`src/rtl/uart_rx.sv`:
```
// uart_rx: 8N1 UART receiver with a one-entry holding register.
//
// Frames are 1 start bit (0), 8 data bits LSB first and 1 stop bit (1).
// The line idles high. The rx pin is brought into the clk domain through a
// two-flop synchroniser, and every decision is made on the second flop (rs).
// Bits are sampled at mid-bit.
//
// Ports:
//   clk        system clock
//   rst_n      asynchronous active-low reset
//   rx         UART line, asynchronous to clk
//   rx_data    received byte; stable while rx_valid is high
//   rx_valid   holding register full
//   rx_ready   consumer accepts rx_data when rx_valid & rx_ready
//   frame_err  one-cycle pulse when a stop bit is sampled as 0
//   overrun    sticky; a completed byte was dropped because the register was full
//   ovr_clr    synchronous clear of overrun (a same-cycle overrun event wins)
//
// Handshake: a transfer happens on every rising clk edge where rx_valid and
// rx_ready are both high. rx_valid then drops on the following cycle unless
// a new byte is delivered on that same edge. rx_data changes only when the
// register is loaded. The frame state machine never waits on rx_ready.
module uart_rx #(
   parameter int unsigned CLKS_PER_BIT = 217
) (
   input  logic       clk,
   input  logic       rst_n,
   input  logic       rx,
   output logic [7:0] rx_data,
   output logic       rx_valid,
   input  logic       rx_ready,
   output logic       frame_err,
   output logic       overrun,
   input  logic       ovr_clr
);

   localparam logic [15:0] LAST = 16'(CLKS_PER_BIT - 1);
   localparam logic [15:0] HALF = 16'((CLKS_PER_BIT - 1) / 2);

   typedef enum logic [2:0] {
      S_IDLE  = 3'd0,
      S_START = 3'd1,
      S_DATA  = 3'd2,
      S_STOP  = 3'd3,
      S_BREAK = 3'd4
   } state_e;

   state_e      state_q, state_d;
   logic        sync1_q, sync1_d;
   logic        rs_q, rs_d;
   logic [15:0] clk_count_q, clk_count_d;
   logic [2:0]  bit_index_q, bit_index_d;
   logic [7:0]  shift_q, shift_d;
   logic [7:0]  rx_data_q, rx_data_d;
   logic        rx_valid_q, rx_valid_d;
   logic        frame_err_q, frame_err_d;
   logic        overrun_q, overrun_d;
   logic        deliver;

   always_comb begin
      sync1_d     = rx;
      rs_d        = sync1_q;
      state_d     = state_q;
      clk_count_d = clk_count_q;
      bit_index_d = bit_index_q;
      shift_d     = shift_q;
      rx_data_d   = rx_data_q;
      rx_valid_d  = rx_valid_q;
      frame_err_d = 1'b0;
      overrun_d   = overrun_q;
      deliver     = 1'b0;

      if (rx_valid_q && rx_ready) rx_valid_d = 1'b0;
      if (ovr_clr)                overrun_d  = 1'b0;

      case (state_q)
         S_IDLE: begin
            clk_count_d = '0;
            bit_index_d = '0;
            if (!rs_q) state_d = S_START;
         end
         S_START: begin
            if (clk_count_q == HALF) begin
               clk_count_d = '0;
               // A line that is high again at mid start bit was only a glitch.
               state_d     = rs_q ? S_IDLE : S_DATA;
            end else begin
               clk_count_d = clk_count_q + 16'd1;
            end
         end
         S_DATA: begin
            if (clk_count_q == LAST) begin
               clk_count_d          = '0;
               shift_d[bit_index_q] = rs_q;
               if (bit_index_q == 3'd7) begin
                  bit_index_d = '0;
                  state_d     = S_STOP;
               end else begin
                  bit_index_d = bit_index_q + 3'd1;
               end
            end else begin
               clk_count_d = clk_count_q + 16'd1;
            end
         end
         S_STOP: begin
            if (clk_count_q == LAST) begin
               clk_count_d = '0;
               // Return to IDLE at mid stop bit so back-to-back frames and
               // moderate baud mismatch are tolerated.
               if (rs_q) begin
                  deliver = 1'b1;
                  state_d = S_IDLE;
               end else begin
                  frame_err_d = 1'b1;
                  state_d     = S_BREAK;
               end
            end else begin
               clk_count_d = clk_count_q + 16'd1;
            end
         end
         S_BREAK: begin
            // A held-low line reports a single frame error, not one per frame time.
            clk_count_d = '0;
            if (rs_q) state_d = S_IDLE;
         end
         default: begin
            clk_count_d = '0;
            bit_index_d = '0;
            state_d     = S_IDLE;
         end
      endcase

      // A byte is loaded if the register is empty or is being emptied on
      // this very edge; otherwise the old byte is kept and the new one lost.
      if (deliver) begin
         if (!rx_valid_q || rx_ready) begin
            rx_data_d  = shift_q;
            rx_valid_d = 1'b1;
         end else begin
            overrun_d = 1'b1;
         end
      end
   end

   always_ff @(posedge clk or negedge rst_n) begin
      if (!rst_n) begin
         state_q     <= S_IDLE;
         sync1_q     <= 1'b1;
         rs_q        <= 1'b1;
         clk_count_q <= '0;
         bit_index_q <= '0;
         shift_q     <= '0;
         rx_data_q   <= '0;
         rx_valid_q  <= 1'b0;
         frame_err_q <= 1'b0;
         overrun_q   <= 1'b0;
      end else begin
         state_q     <= state_d;
         sync1_q     <= sync1_d;
         rs_q        <= rs_d;
         clk_count_q <= clk_count_d;
         bit_index_q <= bit_index_d;
         shift_q     <= shift_d;
         rx_data_q   <= rx_data_d;
         rx_valid_q  <= rx_valid_d;
         frame_err_q <= frame_err_d;
         overrun_q   <= overrun_d;
      end
   end

   assign rx_data   = rx_data_q;
   assign rx_valid  = rx_valid_q;
   assign frame_err = frame_err_q;
   assign overrun   = overrun_q;

endmodule

```
`config.mk`:
```
export PLATFORM = sky130hd
export DESIGN_NAME = uart_rx
export DESIGN_NICKNAME = d
export VERILOG_FILES = /design/src/rtl/uart_rx.sv
export SDC_FILE = /design/constraint.sdc
export NUM_CORES = 1
export LEC_CHECK = 0
export ABC_AREA = 1
export CAP_MARGIN = 10
export CORE_MARGIN = 2
export CORE_UTILIZATION = 50
export DETAILED_ROUTE_END_ITERATION = 6
export PLACE_DENSITY = 0.78
export SYNTH_ARGS = -nofsm -noshare
export SYNTH_HDL_FRONTEND = slang
export SYNTH_SLANG_ARGS = --single-unit
```
`constraint.sdc`:
```
create_clock -name clk -period 1.8 [get_ports clk]
set_input_delay 0.18 -clock clk [delete_from_list [all_inputs] [get_ports clk]]
set_output_delay 0.18 -clock clk [all_outputs]
set_load 0.1 [all_outputs]
```
# Yosys cells after proc, flatten, opt, wreduce, memory -nomap -nowiden
# Index checks and enable logic that the tools add are counted.
[word_totals]
regBits = 43
out_inout_bits = 11
wordCells = 69
[classes]
add_sub_neg = 2
n_lt_le_gt_ge = 2
n_eq_ne = 13
n_mux = 30
bitwise_logic = 1
reduce_logical = 11
[ops]
columns = ["op", "count"]
rows = [
  ["16-bit 2-to-1 mux", 2],
  ["16-bit case mux with 2 select lines", 1],
  ["3-bit 2-to-1 mux", 9],
  ["16-bit by 1-bit adder with 16-bit output (second input constant)", 1],
  ["16-bit by 7-bit == test with 1-bit output (second input constant)", 1],
  ["16-bit by 8-bit == test with 1-bit output (second input constant)", 1],
  ["3-bit case mux with 5 select lines", 1],
  ["1-bit 2-to-1 mux", 13],
  ["2-bit != test (second input constant)", 6],
  ["8-bit bitwise mux", 1],
  ["3-bit by 2-bit == test with 1-bit output (second input constant)", 2],
  ["3-bit == test (second input constant)", 2],
  ["3-bit case mux with 2 select lines", 1],
  ["2-bit AND reduction", 3],
  ["6-bit AND reduction", 1],
  ["3-bit by 4-bit less-than comparator with 1-bit output (second input constant)", 1],
  ["3-bit by 1-bit adder with 3-bit output (second input constant)", 1],
  ["1-bit demux with 3-bit select", 1],
  ["3-bit by 1-bit == test with 1-bit output (second input constant)", 1],
  ["3-bit by 1-bit greater-or-equal comparator with 1-bit output (second input constant)", 1],
  ["3-bit logical NOT", 1],
  ["3-bit OR reduction", 1],
  ["1-bit logical AND", 2],
  ["2-bit 2-to-1 mux", 1],
  ["4 further kinds", 4],
]

# Longest topological paths before layout
[depth]
word_depth = 5
ltp_mapped = 12

# Worst setup path before layout
# No wires, ideal clock.
[synth_timing]
path_kind = "register to register"
from = "register rx_valid_q, in the netlist rx_valid"
to = "register rx_data_q[3], in the netlist rx_data[3]"
setup_time_ps = 74
arrival_ps = 1595
path_slack_ps = 131
path_stages_with_launch = 6
n_path_buf = 1
period_less_slack_ps = 1669
cell_sequence = "dfrtp_1 > nand2_1 > nand3_4 > buf_6 > nand2_2 > o21ai_2"
[synth_via]
elab_chain_len = 3
[synth_lines]
columns = ["item", "line", "text"]
rows = [
  ["start, declared", "55", "logic rx_valid_q, rx_valid_d;"],
  ["start signal, assigned", "165", "rx_valid_q <= rx_valid_d;"],
  ["1-bit logical NOT", "136", "if (!rx_valid_q || rx_ready) begin"],
  ["1-bit logical OR", "136", ""],
  ["2-bit AND reduction (no line)", "n/a", ""],
  ["end signal, assigned", "164", "rx_data_q <= rx_data_d;"],
  ["end, declared", "54", "logic [7:0] rx_data_q, rx_data_d;"],
]
# No other way between the ends.
# A chain may end at the register's enable or synchronous reset.

# Worst setup path in the final report
[layout_timing]
from = "register clk_count_q[0]"
to = "register clk_count_q[4]"
[layout_via]
elab_chain_len = 3
[layout_lines]
columns = ["item", "line", "text"]
rows = [
  ["start, declared", "51", "logic [15:0] clk_count_q, clk_count_d;"],
  ["start signal, assigned", "161", "clk_count_q <= clk_count_d;"],
  ["16-bit by 1-bit adder with 16-bit output, or another cell as far along", "88, 102, 118", ""],
  ["16-bit 2-to-1 mux, on equally long branches", "92, 106, 83", ""],
  ["16-bit case mux with 2 select lines *", "76", "case (state_q)"],
  ["via clk_count_d[4]", "51", ""],
]
# Mark *: on every way through the listed nets, which the timed path passes. The rest lies on a longest branch.

==> flow_metrics.tcl <==
set metrics [dict create \
    drive_gt1_share_pct 16.3 \
    syn_avg_cell_area_um2 8.02 \
    avgRoutedWirePerCell_um 11.3 \
    internal-power_mw 1.26 \
    slew_headroom_pct 64.8 \
    drc 0 \
    first_pass_iters 4 \
    routed_wl_um 4050 \
    grt_util_all_layers_pct 17.9 \
    ir_drop_mv 0.350 \
    ys.flop_type "dfrtp_1" \
    fin_ws_ns 0.192 \
    yosysMostFrequentCell "nand2_1" \
    final.period_utilization_pct 89.3 \
    grt-ovfl-total 0 \
    ff_latch_area_um2 1080 \
    async_flop_share_pct 100 \
    yosysTopAreaCell "dfrtp_1" \
    multiInputGateArea_um2 1010 \
    num_io_pins 16 \
    pwr-share-seq_pct 59.8 \
    switching_share_pct 22.7 \
    finalSetupTns_ns 0 \
    pre_cts_ws_ns 0.195 \
    outcome "complete, no violations" \
    reg2reg_setup_slack_ns 0.19 \
    critPathKind "flop to flop" \
    maxSlewViolCount 0 \
    gp_congestion 0.844 \
    synth_top_area_share_pct 45.2 \
    cp_max_fo 10 \
    antenna_found_initial 0 \
    hp-class "input pin to flop" \
    synth_cell_types 32 \
    synth_area_leaders "dfrtp_1 45%, nand2_1 13%, inv_1 6.0%" \
    initial_core_util_pct 52.1 \
    cts_inserted_buffers 5 \
    p_total_mw 1.62 \
    insertedDiodeCount 0 \
    stdcell_count 359 \
    clk_path_buf_depth 2 \
    via_per_inst 4.97 \
    combinationalPowerShare_pct 2.0 \
    syn-num-nets 292 \
    synth_area_um2 2270 \
    power_density_nw_per_um2 635 \
    root_buffer "clkbuf_8" \
    core_area_um2 4350 \
    cts_sinks 43 \
    htree_num_levels 2 \
    worst_slew_pin_slew_ns 0.529 \
    post-dp-hpwl_um 3010 \
    die_y_um 71.4 \
    place_inst 350 \
    max_freq_mhz 622 \
    grt_pass1_wl_um 7130 \
    yosys_warnings 0 \
    dieWidth_um 71.4 \
    grt_max_degree 44 \
    via_count 1784 \
    fin_crit_ns 1.61 \
    switchingPower_uw 368 \
    skew_ns 0.00437 \
    cp.required_ns 2.02 \
    setup_viol 0 \
    synth_common_cells "78 x nand2_1, 41 x dfrtp_1, 36 x inv_1" \
    drv_cap 0 \
    synthesis.instances 283 \
    antenna_left 0 \
    nFillCells 414 \
    setup.worst_path.end_class "flop" \
    rsz0062_at_grt "no" \
    cts_tree "done" \
    clkSlewWorstSetupHoldPaths_ns 0.08 \
    clock_power_share_pct 38.2 \
    drt_iter0_drc 125 \
    finalHoldViolations 0 \
    portBuffers 15 \
    row_count 24 \
    final_nets 315 \
    grt_pass1_vias 1639 \
    clkLatencyLatePin_ns 0.30 \
    p_leak_nw 1.18 \
    die_area_um2 5090 \
    area_growth_pct 12.6 \
    synth_edf_count 0 \
    cts_setup_buffers 0 \
    arrival_ns 1.83 \
    synth_seq_cells 43 \
    startpoint_type "flop" \
    ys_seq_area_share_pct 47.5 \
]
-- placed cells by master, fill, tap and decap left out --
master and count:
nand3_1 17, o21ai_2 8, a21oi_1 13, xnor2_1 2, nand3b_1 3, nand4_1 7, nor3_2 1, clkinv_1 1
and2_1 1, nor3_1 5, a21boi_0 1, o21ai_0 2, o21ai_1 8, inv_2 1, dfrtp_1 41, ha_1 4
inv_1 36, dfstp_2 2, nand3_4 1, buf_4 15, inv_6 1, nor2_4 2, nor2_2 3, a21oi_2 1
clkbuf_8 5, a22oi_1 1, o21bai_1 2, dlygate4sd3_1 1, nand2_2 6, clkinvlp_4 2, xor2_1 5, buf_2 1
nor2_1 27, nand2_1 77, clkdlybuf4s50_1 3, clkinv_2 1
-- registers in the layout, summed over array words and instances (netlist names), 3 cells and up --
name and count:
bit_index_q 3, rx_data 8, clk_count_q 16, shift_q 8
state_q 3
-- area by class of cell --
class	count	share of cell area [%]
Sequential cell	43	42.2
Multi-Input combinational cell	197	39.7
Timing Repair Buffer	20	6.17
Inverter	39	5.78
Clock buffer	5	2.69
Tap cell	52	2.55
Clock inverter	3	0.930
-- path summary, 6_finish.rpt --
path                                start              to  cells past startpoint
setup reg to reg           clk_count_q[0]  clk_count_q[4]                     10
hold / removal                         rx            rs_d                      1
min in group asynchronous           rst_n  clk_count_q[5]                      3
max in group asynchronous           rst_n            rs_d                      3
setup / recovery           clk_count_q[0]  clk_count_q[4]                     10
hold reg to reg                      rs_d            rs_q                      0
-- worst max-delay path, stage by stage (launching register included) --
cell and delay, ns:
dfrtp_1 0.39, inv_1 0.06, ha_1 0.21, nand2_2 0.07, clkinv_1 0.06, nand2_1 0.07
nor2_2 0.04, nand2_2 0.12, nand2_2 0.16, buf_4 0.21, a21oi_1 0.16
-- per-layer routing --
metal	part of all wire (%)	track usage, %
met1	51	23.9
met2	44	28.1
met3	3.7	4.64
met4	1.7	6.92
met5	0	0
-- metrics by stage --
| stage | util [%] | instance area [um^2] | hold slack, ns |
|---|---|---|---|
| after CTS | 58.6 | 2550 | 0.263 |
| after global placement | 56.3 | 2450 | 0.279 |
| after detailed placement | 56.3 | 2450 | 0.288 |
| final | 58.7 | 2560 | 0.276 |
| after floorplan | - | 2270 | -0.116 |
| after global routing | 58.7 | 2560 | 0.269 |
-- logic make-up (layout without fill, tap and decap cells) --
logic type / Yosys count / in the layout / share of synthesized area (%)
XOR/XNOR: 7 / 7 / 2.70
AND/OR/NAND/NOR: 150 / 150 / 29.8
AO/OA/AOI/OAI: 36 / 36 / 9.87
adder cells (fa/ha/maj): 4 / 4 / 2.21
buffers and inverters: 43 / 67 / 7.88
flip-flops: 43 / 43 / 47.5
-- repair_timing --
action	CTS	global route
hold buffers	1	0
endpoints found under the hold margin	41	0
setup endpoints to repair	0	2
resized for setup	0	1
-- power groups by stage --
stage          registers (mW)  clock network, mW  logic (mW)
6_report                0.971              0.620      0.0330
3_5_place_dp            0.991                  0      0.0337
2_1_floorplan           0.990                  0     0.00393
5_1_grt                 0.972              0.689      0.0392
3_3_place_gp            0.991                  0      0.0329
4_1_cts                 0.972              0.650      0.0354
No activity file was read; power rests on OpenSTA's default activity.
